File: src/rtl/ifu_pkg.sv
// Shared definitions for the instruction fetch / buffer stage.
//   DEF_PC_W, DEF_INST_W, DEF_DEPTH : default widths and buffer depth
//   PC_RESET                        : boot pc, shared with the PC generator
//   ifu_state_e                     : fetch FSM states
//   ifu_entry_t                     : one buffered fetch {pc, inst}
package ifu_pkg;

  localparam int DEF_PC_W   = 64;
  localparam int DEF_INST_W = 32;
  localparam int DEF_DEPTH  = 4;

  localparam logic [DEF_PC_W-1:0] PC_RESET = 64'h0000_0000_8000_0000;

  typedef enum logic [1:0] {
    IDLE = 2'd0,
    REQ  = 2'd1,
    WAIT = 2'd2,
    DROP = 2'd3
  } ifu_state_e;

  typedef struct packed {
    logic [DEF_PC_W-1:0]   pc;
    logic [DEF_INST_W-1:0] inst;
  } ifu_entry_t;

endpackage

File: src/rtl/ifu_fetch_ibuf_if.sv
// Bus bundle of the fetch stage: instruction-memory request/response and
// the instruction stream handed to decode.
//   master : fetch stage side (drives requests and the decode stream)
//   slave  : memory + decode side
interface ifu_fetch_ibuf_if import ifu_pkg::*; #(
  parameter int PC_W   = DEF_PC_W,
  parameter int INST_W = DEF_INST_W
) ();

  logic              imem_req_vld;
  logic              imem_req_rdy;
  logic [PC_W-1:0]   imem_req_addr;
  logic              imem_rsp_vld;
  logic [INST_W-1:0] imem_rsp_data;
  logic              ifu_idu_inst_vld;
  logic [INST_W-1:0] ifu_idu_inst;
  logic [PC_W-1:0]   ifu_idu_pc;
  logic              idu_ifu_inst_rdy;

  modport master (
    output imem_req_vld, imem_req_addr,
    input  imem_req_rdy, imem_rsp_vld, imem_rsp_data,
    output ifu_idu_inst_vld, ifu_idu_inst, ifu_idu_pc,
    input  idu_ifu_inst_rdy
  );

  modport slave (
    input  imem_req_vld, imem_req_addr,
    output imem_req_rdy, imem_rsp_vld, imem_rsp_data,
    input  ifu_idu_inst_vld, ifu_idu_inst, ifu_idu_pc,
    output idu_ifu_inst_rdy
  );

endinterface

File: src/rtl/ifu_ibuf_fifo.sv
// Synchronous instruction buffer FIFO.
//   clk, rst_clk : clock, asynchronous active-low reset
//   flush        : empties the buffer; overrides push and pop that cycle
//   push/push_data, pop : write / remove head (pop ignored when empty)
//   head         : combinational view of the oldest entry
//   count, full, empty : occupancy
module ifu_ibuf_fifo import ifu_pkg::*; #(
  parameter int  DEPTH   = DEF_DEPTH,
  parameter type entry_t = ifu_entry_t
) (
  input  logic                       clk,
  input  logic                       rst_clk,
  input  logic                       flush,
  input  logic                       push,
  input  entry_t                     push_data,
  input  logic                       pop,
  output entry_t                     head,
  output logic [$clog2(DEPTH):0]     count,
  output logic                       full,
  output logic                       empty
);

  localparam int AW = $clog2(DEPTH);

  entry_t        mem_q [DEPTH];
  entry_t        mem_d [DEPTH];
  logic [AW-1:0] wr_ptr_q, wr_ptr_d;
  logic [AW-1:0] rd_ptr_q, rd_ptr_d;
  logic [AW:0]   count_q, count_d;
  logic          pop_en_s, push_en_s;

  assign full  = (count_q == (AW+1)'(DEPTH));
  assign empty = (count_q == {(AW+1){1'b0}});
  assign count = count_q;
  assign head  = mem_q[rd_ptr_q];

  // A push into a full buffer is only accepted when a pop frees the slot.
  assign pop_en_s  = pop && !empty;
  assign push_en_s = push && (!full || pop_en_s);

  // Next-state of storage, pointers and occupancy.
  always_comb begin
    mem_d    = mem_q;
    wr_ptr_d = wr_ptr_q;
    rd_ptr_d = rd_ptr_q;
    count_d  = count_q;
    if (flush) begin
      wr_ptr_d = {AW{1'b0}};
      rd_ptr_d = {AW{1'b0}};
      count_d  = {(AW+1){1'b0}};
    end else begin
      if (push_en_s) begin
        mem_d[wr_ptr_q] = push_data;
        wr_ptr_d        = wr_ptr_q + AW'(1'b1);
      end else begin
        wr_ptr_d = wr_ptr_q;
      end
      if (pop_en_s) begin
        rd_ptr_d = rd_ptr_q + AW'(1'b1);
      end else begin
        rd_ptr_d = rd_ptr_q;
      end
      count_d = count_q + (AW+1)'(push_en_s) - (AW+1)'(pop_en_s);
    end
  end

  // Storage is cleared on reset so the head reads as zero while empty.
  always_ff @(posedge clk or negedge rst_clk) begin
    if (!rst_clk) begin
      for (int i = 0; i < DEPTH; i++) begin
        mem_q[i] <= '0;
      end
      wr_ptr_q <= {AW{1'b0}};
      rd_ptr_q <= {AW{1'b0}};
      count_q  <= {(AW+1){1'b0}};
    end else begin
      mem_q    <= mem_d;
      wr_ptr_q <= wr_ptr_d;
      rd_ptr_q <= rd_ptr_d;
      count_q  <= count_d;
    end
  end

endmodule

File: src/rtl/ifu_fetch_ibuf.sv
// Instruction fetch and buffer stage.
//   clk, rst_clk  : clock, asynchronous active-low reset
//   pc            : current fetch pc from the PC generator
//   rob_ifu_flush : ROB redirect, squashes in-flight and buffered fetches
//   ifu_stall     : holds the PC generator; low only when pc is consumed
//   bus (master)  : imem request/response and decode instruction stream
// One memory request is outstanding at most; a credit check makes sure
// every issued request has a free buffer slot when its response returns.
module ifu_fetch_ibuf import ifu_pkg::*; #(
  parameter int DEPTH  = DEF_DEPTH,
  parameter int PC_W   = DEF_PC_W,
  parameter int INST_W = DEF_INST_W
) (
  input  logic              clk,
  input  logic              rst_clk,
  input  logic [PC_W-1:0]   pc,
  input  logic              rob_ifu_flush,
  output logic              ifu_stall,
  ifu_fetch_ibuf_if.master  bus
);

  localparam int CW = $clog2(DEPTH) + 1;

  typedef struct packed {
    logic [PC_W-1:0]   pc;
    logic [INST_W-1:0] inst;
  } entry_t;

  ifu_state_e      state_q, state_d;
  logic [PC_W-1:0] pc_q, pc_d;

  entry_t          push_data_s;
  entry_t          head_s;
  logic [CW-1:0]   count_s;
  logic            full_s, empty_s;
  logic            push_s, pop_s, hs_s;
  logic            req_vld_s, stall_s;
  logic [CW:0]     occ_s, occ_after_s;
  logic            credit_ok_s, credit_after_s;

  assign hs_s   = (state_q == REQ) && bus.imem_req_rdy;
  assign pop_s  = bus.idu_ifu_inst_rdy && !empty_s;
  assign push_s = (state_q == WAIT) && bus.imem_rsp_vld && !rob_ifu_flush
                  && (!full_s || pop_s);

  assign push_data_s.pc   = pc_q;
  assign push_data_s.inst = bus.imem_rsp_data;

  // An outstanding request already owns a slot, so it counts as occupied.
  assign occ_s          = {1'b0, count_s} + {{CW{1'b0}}, (state_q == WAIT)};
  assign credit_ok_s    = (occ_s < (CW+1)'(DEPTH));
  assign occ_after_s    = {1'b0, count_s} + {{CW{1'b0}}, push_s} - {{CW{1'b0}}, pop_s};
  assign credit_after_s = (occ_after_s < (CW+1)'(DEPTH));

  // Next-state, request and stall generation; a flush overrides every event.
  always_comb begin
    state_d   = state_q;
    pc_d      = pc_q;
    req_vld_s = 1'b0;
    stall_s   = 1'b1;
    case (state_q)
      IDLE: begin
        if (rob_ifu_flush) begin
          state_d = IDLE;
        end else if (credit_ok_s) begin
          state_d = REQ;
        end else begin
          state_d = IDLE;
        end
      end
      REQ: begin
        req_vld_s = 1'b1;
        if (hs_s) begin
          stall_s = 1'b0;
          pc_d    = pc;
          // A request accepted during a redirect fetches a stale pc.
          state_d = rob_ifu_flush ? DROP : WAIT;
        end else begin
          state_d = rob_ifu_flush ? IDLE : REQ;
        end
      end
      WAIT: begin
        if (bus.imem_rsp_vld) begin
          if (rob_ifu_flush) begin
            state_d = IDLE;
          end else begin
            state_d = credit_after_s ? REQ : IDLE;
          end
        end else begin
          state_d = rob_ifu_flush ? DROP : WAIT;
        end
      end
      DROP: begin
        state_d = bus.imem_rsp_vld ? IDLE : DROP;
      end
      default: begin
        state_d = IDLE;
      end
    endcase
  end

  // FSM state and the pc of the outstanding request.
  always_ff @(posedge clk or negedge rst_clk) begin
    if (!rst_clk) begin
      state_q <= IDLE;
      pc_q    <= {PC_W{1'b0}};
    end else begin
      state_q <= state_d;
      pc_q    <= pc_d;
    end
  end

  ifu_ibuf_fifo #(
    .DEPTH   (DEPTH),
    .entry_t (entry_t)
  ) u_fifo (
    .clk       (clk),
    .rst_clk   (rst_clk),
    .flush     (rob_ifu_flush),
    .push      (push_s),
    .push_data (push_data_s),
    .pop       (pop_s),
    .head      (head_s),
    .count     (count_s),
    .full      (full_s),
    .empty     (empty_s)
  );

  assign ifu_stall            = stall_s;
  assign bus.imem_req_vld     = req_vld_s;
  assign bus.imem_req_addr    = pc;
  assign bus.ifu_idu_inst_vld = !empty_s;
  assign bus.ifu_idu_inst     = head_s.inst;
  assign bus.ifu_idu_pc       = head_s.pc;

endmodule

File: src/flat_wrapper.sv
// flat-port wrapper written by rule: the top's interface ports become plain ports
module ifu_fetch_ibuf_flat import ifu_pkg::*;
#(
  parameter int DEPTH  = DEF_DEPTH,
  parameter int PC_W   = DEF_PC_W,
  parameter int INST_W = DEF_INST_W
)
  (clk, rst_clk, pc, rob_ifu_flush, ifu_stall, bus_imem_req_vld, bus_imem_req_addr, bus_imem_req_rdy, bus_imem_rsp_vld, bus_imem_rsp_data, bus_ifu_idu_inst_vld, bus_ifu_idu_inst, bus_ifu_idu_pc, bus_idu_ifu_inst_rdy);
  ifu_fetch_ibuf_if #(.PC_W(PC_W), .INST_W(INST_W)) bus_i ();
  input  logic clk;
  input  logic rst_clk;
  input  logic [PC_W-1:0] pc;
  input  logic rob_ifu_flush;
  output logic ifu_stall;
  output wire logic [$bits(bus_i.imem_req_vld)-1:0] bus_imem_req_vld;
  output wire logic [$bits(bus_i.imem_req_addr)-1:0] bus_imem_req_addr;
  input wire logic [$bits(bus_i.imem_req_rdy)-1:0] bus_imem_req_rdy;
  input wire logic [$bits(bus_i.imem_rsp_vld)-1:0] bus_imem_rsp_vld;
  input wire logic [$bits(bus_i.imem_rsp_data)-1:0] bus_imem_rsp_data;
  output wire logic [$bits(bus_i.ifu_idu_inst_vld)-1:0] bus_ifu_idu_inst_vld;
  output wire logic [$bits(bus_i.ifu_idu_inst)-1:0] bus_ifu_idu_inst;
  output wire logic [$bits(bus_i.ifu_idu_pc)-1:0] bus_ifu_idu_pc;
  input wire logic [$bits(bus_i.idu_ifu_inst_rdy)-1:0] bus_idu_ifu_inst_rdy;
  assign bus_imem_req_vld = bus_i.imem_req_vld;
  assign bus_imem_req_addr = bus_i.imem_req_addr;
  assign bus_i.imem_req_rdy = bus_imem_req_rdy;
  assign bus_i.imem_rsp_vld = bus_imem_rsp_vld;
  assign bus_i.imem_rsp_data = bus_imem_rsp_data;
  assign bus_ifu_idu_inst_vld = bus_i.ifu_idu_inst_vld;
  assign bus_ifu_idu_inst = bus_i.ifu_idu_inst;
  assign bus_ifu_idu_pc = bus_i.ifu_idu_pc;
  assign bus_i.idu_ifu_inst_rdy = bus_idu_ifu_inst_rdy;
  ifu_fetch_ibuf #(.DEPTH(DEPTH), .PC_W(PC_W), .INST_W(INST_W)) u_core (.clk(clk), .rst_clk(rst_clk), .pc(pc), .rob_ifu_flush(rob_ifu_flush), .ifu_stall(ifu_stall), .bus(bus_i));
endmodule
File: config.mk
export PLATFORM = sky130hd
export DESIGN_NAME = ifu_fetch_ibuf_flat
export DESIGN_NICKNAME = d
export VERILOG_FILES = /design/src/rtl/ifu_pkg.sv /design/src/rtl/ifu_fetch_ibuf_if.sv /design/src/rtl/ifu_ibuf_fifo.sv /design/src/rtl/ifu_fetch_ibuf.sv /design/src/flat_wrapper.sv
export SDC_FILE = /design/constraint.sdc
export NUM_CORES = 1
export LEC_CHECK = 0
export ABC_AREA = 1
export BUFFER_PORTS_ARGS = -buffer_cell sky130_fd_sc_hd__buf_4
export CAP_MARGIN = 20
export CELL_PAD_IN_SITES_DETAIL_PLACEMENT = 0
export CELL_PAD_IN_SITES_GLOBAL_PLACEMENT = 1
export CORE_UTILIZATION = 47
export CTS_CLUSTER_SIZE = 30
export DETAILED_ROUTE_END_ITERATION = 10
export PLACE_DENSITY_LB_ADDON = 0.1
export SETUP_SLACK_MARGIN = 0.1
export SLEW_MARGIN = 10
export SYNTH_ARGS = -nofsm -noshare
export SYNTH_HDL_FRONTEND = slang
export SYNTH_SLANG_ARGS = --single-unit
File: constraint.sdc
create_clock -name clk -period 4.9 [get_ports clk]
set_input_delay 0.49 -clock clk [delete_from_list [all_inputs] [get_ports clk]]
set_output_delay 0.49 -clock clk [all_outputs]
set_load 0.03 [all_outputs]
Yosys cells after proc, flatten, opt, wreduce, memory -nomap -nowiden
Cells that the tools add are included.

word-level totals
  flip-flop bits (word level) = 457
  input port bits = 102
  output and inout bits = 163
  word-level logic and storage cells = 75

cells by class
  add/subtract/negate cells = 7
  magnitude comparators = 5
  eq/ne operators = 4
  muxes and demuxes = 24
  bitwise gates (word level) = 3
  reduce and logical (&&, ||, !) cells = 19

operators by type and width
  cell                   count
  $bwmux W384            1
  $mux W96               3
  $bmux W96 S2           1
  $demux W96 S2          1
  $mux W2                9
  $add A3 B1 Y4          2
  $logic_and A1 B1 Y1    8
  $lt A4 B3 Y1 const B   2
  $pmux W2 S4            1
  $mux W1                7
  $ge A3 B3 Y1 const B   2
  $not A2 Y3             2
  $add A2 B1 Y2 const B  2
  $eq A2 B2 Y1 const B   2
  $reduce_and A2 Y1      2
  $reduce_bool A2 Y1     2
  $sub A4 B1 Y4          1
  $add A3 B1 Y3          1
  $eq A3 B3 Y1 const B   1
  $logic_not A1 Y1       3
  $logic_not A3 Y1       1
  $lt A3 B1 Y1 const B   1
  $mux W3                1
  $sub A3 B1 Y3          1
  4 further kinds        5

Longest topological paths before layout
Gate-level depths: netlist of the first run.

  word-level depth = 12
  mapped depth = 18
  depth with buffers taken out = 15

By module
Synthesis of the first run repeated with hierarchy kept, for this count alone.

unflattened totals
  cells, all modules = 2471
  area total of the unflattened synthesis = 20744.9 sq um

by module, submodules not included
  module          times used  cells each  area each (sq um)  seq. area each (sq um)
  ifu_ibuf_fifo   1           2224        17460.5            9784.4
  ifu_fetch_ibuf  1           247         3284.4             1651.6

Least setup slack after synthesis of the first run
OpenSTA, ideal clock, no wires.

  path kind = input-to-reg
  start = input rob_ifu_flush
  end = register u_core.state_q[0]
  setup time = 130 ps
  data arrival time = 2209 ps
  data required time = 4770 ps
  slack = 2561 ps
  cell stages on the path = 17
  path buffers = 4
  cells stage by stage = buf_6 > nor3_4 > nand2_4 > buf_6 > buf_6 > buf_6 > ha_1 > inv_1 > ha_1 > nand2_1 > nor2_1 > nor2_1 > nor2_1 > nand2_1 > nand2_1 > nand2_1 > nand4_1

between the ends
  cells in the longest elaborated chain, start to end = 10
  elaborated cells on any way between the ends = 14
  classes of those cells = 2 x add/sub; 1 x order compare; 8 x mux; 3 x reduce/logical

ends and longest elaborated chain
  item                         line                   RTL
  start, declared              flat_wrapper.sv:13     input logic rob_ifu_flush;
  $logic_not A1 Y1             ifu_fetch_ibuf.sv:43   assign push_s = (state_q == WAIT) && bus.imem_rsp_vld && !rob_ifu_flush
  $logic_and A1 B1 Y1          ifu_fetch_ibuf.sv:43
  $logic_and A1 B1 Y1          ifu_fetch_ibuf.sv:44   && (!full_s || pop_s);
  $add A3 B1 Y4                ifu_fetch_ibuf.sv:52   assign occ_after_s = {1'b0, count_s} + {{CW{1'b0}}, push_s} - {{CW{1'b0}}, pop_s};
  $sub A4 B1 Y4                ifu_fetch_ibuf.sv:52
  $lt A4 B3 Y1                 ifu_fetch_ibuf.sv:53   assign credit_after_s = (occ_after_s < (CW+1)'(DEPTH));
  $mux W1                      ifu_fetch_ibuf.sv:87   state_d = credit_after_s ? REQ : IDLE;
  $mux W2                      ifu_fetch_ibuf.sv:84   if (rob_ifu_flush) begin
  $mux W2                      ifu_fetch_ibuf.sv:83   if (bus.imem_rsp_vld) begin
  $pmux W2 S4 (*)              ifu_fetch_ibuf.sv:61   case (state_q)
  named net u_core.state_d[0]  ifu_fetch_ibuf.sv:29   ifu_state_e state_q, state_d;
  end signal, assigned         ifu_fetch_ibuf.sv:108  state_q <= state_d;
  end, declared                ifu_fetch_ibuf.sv:29

The timed path passes the listed nets; every way through them passes the cells marked *.
A chain may end at the register's enable or synchronous reset.

Final worst setup path of the first run
  start = register u_core.u_fifo.rd_ptr_q[0]
  end = output bus_ifu_idu_inst[20]

between the ends
  cells in the longest elaborated chain, start to end = 4

ends and longest elaborated chain
  item                                         line                 RTL
  start, declared                              ifu_ibuf_fifo.sv:28  logic [AW-1:0] rd_ptr_q, rd_ptr_d;
  start signal, assigned                       ifu_ibuf_fifo.sv:74  rd_ptr_q <= {AW{1'b0}};
  start signal, assigned                       ifu_ibuf_fifo.sv:79  rd_ptr_q <= rd_ptr_d;
  $not A2 Y3 (not written as such)             ifu_ibuf_fifo.sv:35  assign head = mem_q[rd_ptr_q];
  $bmux W96 S2                                 ifu_ibuf_fifo.sv:35
  $mux W96 (not written as such) (2 in a row)  ifu_ibuf_fifo.sv:35
  end, declared                                flat_wrapper.sv:21   output wire logic [$bits(bus_i.ifu_idu_inst)-1:0] bus_ifu_idu_inst;

Every way passes these cells. The select of a mux whose other input is x is not followed.

==> results of run 1 <==
[cell families (layout without fill, tap and decap cells)]
family / after synthesis / count (layout) / synth area share, %
and+or+nand+nor: 1003 / 1003 / 18.0
buffers and inverters: 283 / 410 / 7.87
xor gates and xnor gates: 2 / 2 / 0.0821
adders and majority gates: 10 / 10 / 0.622
muxes: 64 / 64 / 3.38
AOI/OAI and AO/OA: 678 / 678 / 16.5
DFF: 457 / 457 / 53.6
[flip-flops by register name, indices dropped and copies added, names as in the netlist]
signal                  count
u_core.u_fifo.mem_q       384
u_core.pc_q                64
u_core.u_fifo.count         3
u_core.state_q              2
u_core.u_fifo.rd_ptr_q      2
u_core.u_fifo.wr_ptr_q      2
[power by group]
group	switching [mW]	internal (mW)
clock network	1.54	2.35
logic	3.34	1.81
registers	0.802	4.71
[cell usage after synthesis (all sizes together)]
cell,count
nand2,787
o21ai,580
dfrtp,457
nor2,206
buf,182
o22ai,96
clkbuf,75
mux2,64
inv,26
ha,9
nand3,7
a21oi,2
nand4,2
xnor2,2
fa,1
nor3,1
[through the flow]
| stage | power (mW) | std cells |
|---|---|---|
| 4_1_cts | 14.7 | 3216 |
| 2_1_floorplan | 8.78 | 2497 |
| 5_1_grt | 15.4 | 3216 |
| 3_5_place_dp | 10.7 | 3124 |
| 3_3_place_gp | 10.7 | 3124 |
| 6_report | 14.5 | 3216 |
[layout make-up]
cell class	count	area, µm²	area share [%]
timing repair buffer	293	2310	9.42
sequential	457	11400	46.6
clock inverter	14	173	0.704
inverter	26	109	0.444
tap	592	741	3.02
multi-input combinational	1757	8230	33.6
clock buffer	77	1530	6.22
[per-layer routing]
metal | GRT usage, % | routed length (µm) | vias up
met1 | 37.8 | 27700 | 8701
li1 | - | - | 8372
met4 | 8.09 | 1370 | 2
met3 | 3.61 | 3190 | 92
met5 | 0 | 13 | -
met2 | 43.5 | 29500 | 492
[cells in the final DEF (no fill, tap or decap), types with 2 or more instances in the layout]
master     Yosys  routed
xnor2_1        2       2
o22ai_1       96      96
o21ai_1      320     320
nand4_1        2       2
clkbuf_1      75      13
o21ai_0      260     260
clkbuf_8       0      11
dfrtp_1      457     455
buf_4         84     283
inv_1         26      20
clkbuf_16      0      53
nand3_1        7       7
bufinv_16      0       4
clkinv_2       0      14
nor2_1       201     201
ha_1           9       9
a21oi_1        2       2
nand2_1      786     785
buf_12         0       8
mux2_2        64      64
nor2_4         4       4
[worst max-delay path by stage]
stage                               from              endpoint  cells past startpoint
2_1_floorplan              rob_ifu_flush     u_core.state_q[0]                     17
3_3_place_gp   u_core.u_fifo.rd_ptr_q[0]  bus_ifu_idu_inst[20]                      4
3_5_place_dp   u_core.u_fifo.rd_ptr_q[0]  bus_ifu_idu_inst[20]                      4
4_1_cts        u_core.u_fifo.rd_ptr_q[0]  bus_ifu_idu_inst[20]                      4
5_1_grt        u_core.u_fifo.rd_ptr_q[0]    bus_ifu_idu_pc[47]                      4
6_report       u_core.u_fifo.rd_ptr_q[0]  bus_ifu_idu_inst[20]                      4
==> flow_summary.ini, run 1 <==
[outcome]
status = finished clean

[clock_tree]
cts.reportedPaths.clkPinSlew_ns = 0.06
clk_path_buf_depth = 3
postCtsHoldBufs = 1
cts_resized = 0
cts_buffers = 51
postCtsSetupRepairBufs = 0
cts.sinks = 457
root_buffer = clkbuf_16
cts_tree = done
clk_latency_ns = 0.59
cts-htree-levels = 2

[critical_path]
rrSetupSlack_ns = 2.15
cp_top_family = buffers and inverters
critPathCaptureType = primary output
path_max_fanout = 88
cp_cell_sequence = buf_4, o21ai_0, o22ai_1, buf_4
path_class = reg2out
cpMostUsedCell = buf_4
r2r_end = u_core.u_fifo.mem_q[191]
worstPathArrival_ns = 3.27
cpMaxStageDelayCell = dfrtp_4
reg2reg_depth = 6
start_kind = register
critPathBufInv = 2
critPathRequiredTime_ns = 4.41
r2r_start = u_core.u_fifo.count[0]
max_stage_delay_ns = 1.03

[logic_synthesis]
ys.warnings.count = 0
syn-num-nets = 2609
syn_inst = 2497
syn_area_mm2 = 0.0213
ys_seq_area_share_pct = 53.6
synth_cell_types = 23
netlist.area_leader.share_pct = 53.6
synth_seq_cells = 457
synth_area_leaders = dfrtp_1 (54%), nand2_1 (14%), o21ai_1 (7.5%), o21ai_0 (6.1%), nor2_1 (3.5%)
avgSynthCellArea_um2 = 8.54
synth_area_leader_cell = dfrtp_1

[sta]
finalHoldWorstSlack_ns = 0.118
final.setup_skew_ns = 0.0123
slew_headroom_pct = 24.5
worstMarginPinSlew_ns = 1.13
grt_setup_unrepaired = false
finalSetupTns_ns = 0
setup_viol = 0
period_share_pct = 76.8
setup_slack_ns = 1.14
final_max_slew_viol_count = 0
hold_viol = 0
fmax_ghz = 0.266
min_period_ns = 3.76

[die]
io-pin-count = 265
die_width_um = 215
rows = 77
start_util_pct = 47.9
dieArea_mm2 = 0.0462
core_mm2 = 0.0445
die_h_um = 215

[global_route]
grt_overflow = 0
grt_pass1_wl_mm = 98.7
grt_pass1_vias = 17296
grt_max_degree = 208
track_usage_pct = 26.9
antenna_found_initial = 1

[placed_design]
place_hpwl_mm = 33.5
place.port_buffers = 264
gp_congestion = 0.767
placed_area_mm2 = 0.0228
pre_cts_ws_ns = 1.72

[power]
p_leak_nw = 12.8
ir_drop_v = 0.000328
powerDensity_mw_per_mm2 = 593

[routing]
final_antenna_net_count = 0
drtIter0Drc = 1465
drc = 0
avgRoutedWirePerCell_um = 19.2
drt-pass1-iter-count = 5
vias = 17659
wirelength_mm = 61.8
via_per_inst = 5.49

[worst_hold_path]
worstHoldPathType = in2reg
hold_depth = 2
min_delay_worst_endpoint = u_core.state_q[1]
hp-start = bus_imem_rsp_vld

[cells_and_area]
design_area_mm2 = 0.0245
post_route_cells_drive_above_1_share_pct = 17.1
area_growth_pct = 15.0
fin_util_pct = 55.1
fillers = 4172
final_nets = 2698
n_antenna_cell = 0

[run]
cap_violations = 0
Note: power is estimated with default switching activity, not from simulation.
==> run 2, diff against run 1 <==
- CORE_UTILIZATION: 47 -> 44
- clock period: 4.9 -> 3.5 ns (I/O delays scaled with it)
==> run 2 against run 1 <==
Register-to-register slack got worse by 1.1 ns. Clock skew grew 0.0074 ns. First-iteration DRC count is 12% lower. Design area increased by 4.1%. Final cell count rose by 3.9%. Non-clock buffer count grew 104. Die area is 6.8% higher. Sequential share of layout area shrank 1.8 points. Clock power up 32%. Critical path depth is 1 higher. Via count increased by 0.91%. Sequential power increased by 39%. Critical path type unchanged. Highest routed layer is now met4.
==> flow_summary.ini, run 2 (synthesized netlist as in run 1, its figures left out) <==
[outcome]
status = finished clean

[placed_design]
gp_congestion = 0.773
place_inst = 3160
place_hpwl_mm = 34.1
place.port_buffers = 264
pre_cts_ws_ns = 1.01

[global_route]
grt_max_degree = 201
grt_overflow = 0
grt_pass1_wl_mm = 101
grt_pass1_vias = 17505
antenna_found_initial = 0
track_usage_pct = 25.8

[cells_and_area]
layout_common_cells = nand2_1 (785), dfrtp_1 (455), o21ai_1 (320)
instances_no_fill = 3341
largest-register = u_core.u_fifo.mem_q
final_nets = 2800
area_growth_pct = 19.8
largest_reg_flops = 384
final_common_cell = nand2_1
post_route_cells_drive_above_1_share_pct = 16.9
n_antenna_cell = 0

[die]
io-pin-count = 265
start_util_pct = 44.7
rows = 80
die_width_um = 222
core_mm2 = 0.0477
die_h_um = 222
dieArea_mm2 = 0.0494

[critical_path]
reg2reg_depth = 6
cpMaxStageDelayCell = dfrtp_4
rrSetupSlack_ns = 1.01
path_class = reg2out
critPathLaunch = u_core.u_fifo.rd_ptr_q[0]
critPathCaptureType = primary output
cp_cell_sequence = inv_6, buf_4, o21ai_0, o22ai_1, buf_4
r2r_start = u_core.u_fifo.count[0]
r2r_end = u_core.u_fifo.mem_q[338]
worstPathArrival_ns = 2.72
endpoint = bus_ifu_idu_pc[62]
start_kind = register
cpMostUsedCell = buf_4
path_max_fanout = 45
critPathRequiredTime_ns = 3.15
max_stage_delay_ns = 0.66

[clock_tree]
cts_tree = done
cts_buffers = 49
clk_latency_ns = 0.59
root_buffer = clkbuf_16
cts.reportedPaths.clkPinSlew_ns = 0.06
cts.sinks = 457
cts-htree-levels = 2
clk_path_buf_depth = 3
cts_resized = 0

[sta]
final.setup_skew_ns = 0.0197
slew_headroom_pct = 31.1
grt_setup_unrepaired = false
final_max_slew_viol_count = 0
worstMarginPinSlew_ns = 1.03
setup_viol = 0
finalHoldWorstSlack_ns = 0.0341
period_share_pct = 87.7
setup_slack_ns = 0.431
fmax_ghz = 0.326
min_period_ns = 3.07
finalSetupTns_ns = 0
hold_viol = 0

[routing]
drt-pass1-iter-count = 7
avgRoutedWirePerCell_um = 19.0
final_antenna_net_count = 0
via_per_inst = 5.33
drtIter0Drc = 1288
vias = 17819
drc = 0
wirelength_mm = 63.6

[power]
p_switching_mw = 7.95
p_leak_nw = 13.2
ir_drop_v = 0.000446
p_int_mw = 12.2
pwr-share-seq_pct = 37.9
powerDensity_mw_per_mm2 = 790
p_comb_share_pct = 36.7
power_frac_clock_pct = 25.4
switching_share_pct = 39.4

[run]
cap_violations = 0

[worst_hold_path]
worstHoldPathType = in2reg
==> run 2: cell count changes in the layout (fill, tap and decap cells not counted), moves of 3 or more <==
cell,before,now
dlygate4sd3_1,1,92
inv_4,0,3
buf_4,283,289
clkbuf_16,53,49
clkbuf_8,11,16
bufinv_16,4,1
clkinv_2,14,9
buf_12,8,15
==> run 2: stage by stage <==
stage	instance area, µm²	power [mW]	utilization (%)
5_1_grt	25500	21.3	53.5
3_5_place_dp	23000	15.1	48.3
2_1_floorplan	21300	12.3	-
4_1_cts	25500	20.4	53.5
6_report	25500	20.2	53.5
3_3_place_gp	23000	15.0	48.3
==> run 2: worst min-delay path by stage <==
stage / start / to / slack [ns] / cells past startpoint
global placement: rst_clk / u_core.u_fifo.mem_q[16] / 0.34 / 1
floorplan: rst_clk / u_core.pc_q[0] / 0.05 / 0
global route: pc[60] / u_core.pc_q[60] / 0.02 / 2
detailed placement: rst_clk / u_core.u_fifo.mem_q[16] / 0.34 / 1
finish: pc[0] / u_core.pc_q[0] / 0.03 / 2
CTS: pc[60] / u_core.pc_q[60] / 0.001 / 2
==> run 2: area by class of cell <==
type / instances / area (µm²)
fill: 4464 / 22200
sequential: 457 / 11400
multi-input combinational: 1757 / 8230
timing repair buffer: 397 / 3410
clock buffer: 79 / 1500
tap: 615 / 769
inverter: 26 / 113
clock inverter: 10 / 82.6
==> run 2: critical path: cells and delay by family, from the launching register on <==
family	cells	cell delay, ns
buf+inv	3	1.03
flops	1	0.66
compound gates	2	0.42
==> run 2: metal layers <==
layer / routed length (µm) / vias to the layer above / GRT usage [%]
met5: 0 / - / 0
met2: 30400 / 496 / 42.6
li1: - / 8572 / -
met1: 28700 / 8670 / 35.3
met4: 1390 / 0 / 7.46
met3: 3160 / 81 / 3.61
==> run 2: power groups by stage <==
stage	combinational [mW]	sequential (mW)	clock, mW
after floorplan	4.94	7.35	0
after global placement	7.29	7.71	0
after detailed placement	7.38	7.73	0
after CTS	7.48	7.64	5.25
after global routing	8.03	7.86	5.47
final	7.40	7.65	5.13
==> run 2: repair_timing <==
item / 4_1_cts / 5_1_grt
hold endpoints to repair: 241 / 0
buffers inserted: 0 / 0
hold buffers: 92 / 0
==> run 3, diff against run 2 <==
- ABC_AREA: 1 -> default
- CORE_UTILIZATION: 44 -> 49
==> run 3 against run 2 <==
The run now ends with design-rule violations left. Global-route usage shrank 4.9 points. Die area shrank 15%. Worst setup slack gained 0.26 ns. Power shrank 3.0%. Combinational power shrank 9.2%. Sequential share of layout area grew 2.1 points. Final cell count shrank 39%. Synthesized cell count shrank 52%. Critical endpoint is now bus_ifu_idu_pc[44]. Largest power group unchanged.
==> flow_summary.ini, run 3 <==
[sta]
hold_viol = 0
finalSetupTns_ns = 0
final_max_slew_viol_count = 0
period_share_pct = 80.1
slew_headroom_pct = 50.8
fmax_ghz = 0.357
grt_setup_unrepaired = false
setup_viol = 0
worstMarginPinSlew_ns = 0.738
min_period_ns = 2.80
final.setup_skew_ns = 0.0121

[logic_synthesis]
synth_flop_cell = dfrtp_1
yosysMostFrequentCell = dfrtp_1
syn_area_mm2 = 0.0202
synth_cell_types = 35
ys.warnings.count = 0
synthTopCellsByCount = dfrtp_1 (457), mux2_2 (289), mux2_1 (160), mux4_2 (96), buf_4 (85)
netlist.area_leader.share_pct = 56.6
syn_inst = 1197
async_reset_ff_share_pct = 100
synth_area_leaders = dfrtp_1 (57%), mux2_2 (16%), mux4_2 (11%), mux2_1 (8.9%), buf_4 (3.2%)
synth-edff-count = 0
syn-num-nets = 1309
synth_area_leader_cell = dfrtp_1
synth_seq_cells = 457
ys_seq_area_share_pct = 56.6
avgSynthCellArea_um2 = 16.9

[cells_and_area]
area_growth_pct = 20.7
largest_reg_flops = 384
largest-register = u_core.u_fifo.mem_q
layout_common_cells = dfrtp_1 (455), mux2_2 (289), buf_4 (274)
post_route_cells_drive_above_1_share_pct = 50.9
final_common_cell = dfrtp_1
n_antenna_cell = 0
final_nets = 1567

[critical_path]
cp_cell_sequence = buf_12, mux4_2, buf_4
r2r_start = u_core.u_fifo.count[0]
critPathLaunch = u_core.u_fifo.rd_ptr_q[0]
path_max_fanout = 27
cp_top_family = flip-flops
path_class = reg2out
critPathBufInv = 2
rrSetupSlack_ns = 0.74
cpMaxStageDelayCell = dfrtp_4
critPathRequiredTime_ns = 3.15
critPathCaptureType = primary output
max_stage_delay_ns = 0.77
start_kind = register
worstPathArrival_ns = 2.45

[power]
ir_drop_v = 0.000494
p_leak_nw = 11.8
p_total_mw = 19.6
powerDensity_mw_per_mm2 = 802

[routing]
drt-pass1-iter-count = 7
drc = 1
via_per_inst = 5.36
final_antenna_net_count = 0
vias = 10861
wirelength_mm = 41.8
avgRoutedWirePerCell_um = 20.6
drtIter0Drc = 381

[global_route]
grt_max_degree = 84
grt_pass1_vias = 11712
grt_pass1_wl_mm = 67.2
antenna_found_initial = 0
grt_overflow = 0
track_usage_pct = 20.8

[clock_tree]
cts_tree = done
root_buffer = clkbuf_16
cts_resized = 0
cts_buffers = 49
clk_latency_ns = 0.57
cts.sinks = 457
cts.reportedPaths.clkPinSlew_ns = 0.06
cts-htree-levels = 2
clk_path_buf_depth = 3

[die]
start_util_pct = 49.6
io-pin-count = 265
dieArea_mm2 = 0.0421
die_width_um = 205
rows = 74
die_h_um = 205
core_mm2 = 0.0407

[placed_design]
gp_congestion = 0.725
place_hpwl_mm = 25.9
place.port_buffers = 264

[outcome]
failed_checks = design-rule violations
status = finished with violations

[worst_hold_path]
worstHoldPathType = in2reg
hp-start = pc[11]

[run]
cap_violations = 0
## run 3: cell types whose count changed after synthesis, sizes merged, moves of 2 or more
cell | before | now
mux2 | 64 | 449
and3b | 0 | 2
nor2 | 206 | 6
nand2 | 787 | 2
nand4 | 2 | 0
nor2b | 0 | 5
nand3 | 7 | 4
inv | 26 | 9
o21ai | 580 | 4
clkbuf | 75 | 13
a21oi | 2 | 0
o22ai | 96 | 0
mux4 | 0 | 96
buf | 182 | 123
## run 3: cell type report
type | count | area (µm²)
clock buffer | 86 | 1590
clock inverter | 6 | 61.3
fill | 3146 | 16300
inverter | 9 | 33.8
multi-input combinational | 595 | 7660
sequential | 457 | 11400
tap | 532 | 666
timing repair buffer | 343 | 2930
## run 3: routing by layer
metal | global-route usage [%] | up-vias | part of all wire [%]
met5 | 0 | - | 0
met4 | 5.61 | 0 | 1.6
met3 | 4.10 | 49 | 4.3
met2 | 35.2 | 184 | 51
met1 | 27.4 | 5749 | 43
li1 | - | 4879 | -
## run 3: timing repair
action	CTS	global route
setup buffers	0	0
setup endpoints to repair	0	0
hold buffers	50	0
hold endpoints to repair	112	0
## run 3: path summary, 6_finish.rpt
check / end / depth (start not counted)
min in group asynchronous: u_core.u_fifo.mem_q[175] / 2
max in group asynchronous: u_core.u_fifo.mem_q[351] / 4
min reg2reg: u_core.u_fifo.mem_q[184] / 1
min: u_core.pc_q[11] / 2
max reg2reg: u_core.state_q[0] / 9
max: bus_ifu_idu_pc[44] / 3
## run 3: cell families (layout without fill, tap and decap cells)
group,after synthesis,in the layout,share of synthesized area [%]
AND/OR/NAND/NOR,26,26,1.02
adder cells (fa/ha/maj),10,10,0.656
flip-flops,457,457,56.6
multiplexers,545,545,35.7
AO/OA/AOI/OAI,11,11,0.390
buffers and inverters,145,444,5.50
XOR/XNOR,3,3,0.130
## run 3: worst register-to-register path: cells and delay by family (launching register included)
family / cells / cell delay, ns
AND/OR/NAND/NOR: 4 / 1.27
buffers and inverters: 2 / 0.24
adder cells (fa/ha/maj): 2 / 0.42
AO/OA/AOI/OAI: 1 / 0.31
flip-flops: 1 / 0.42
## run 3: power breakdown
group	total [mW]	internal, mW	switching (mW)
combinational	6.72	3.33	3.39
sequential	7.68	6.64	1.04
clock	5.18	3.13	2.05
## run 3: metrics by stage
step,setup slack (ns),instances,hold slack [ns],cell area (µm²),util (%)
6_report,0.696,2028,0.0331,24400,59.9
3_5_place_dp,0.679,1886,0.360,22200,54.6
4_1_cts,0.584,2028,0.000220,24400,59.9
2_1_floorplan,0.940,1197,0.0544,20200,-
5_1_grt,0.541,2028,0.0104,24400,59.9
3_3_place_gp,0.732,1886,0.356,22200,54.6
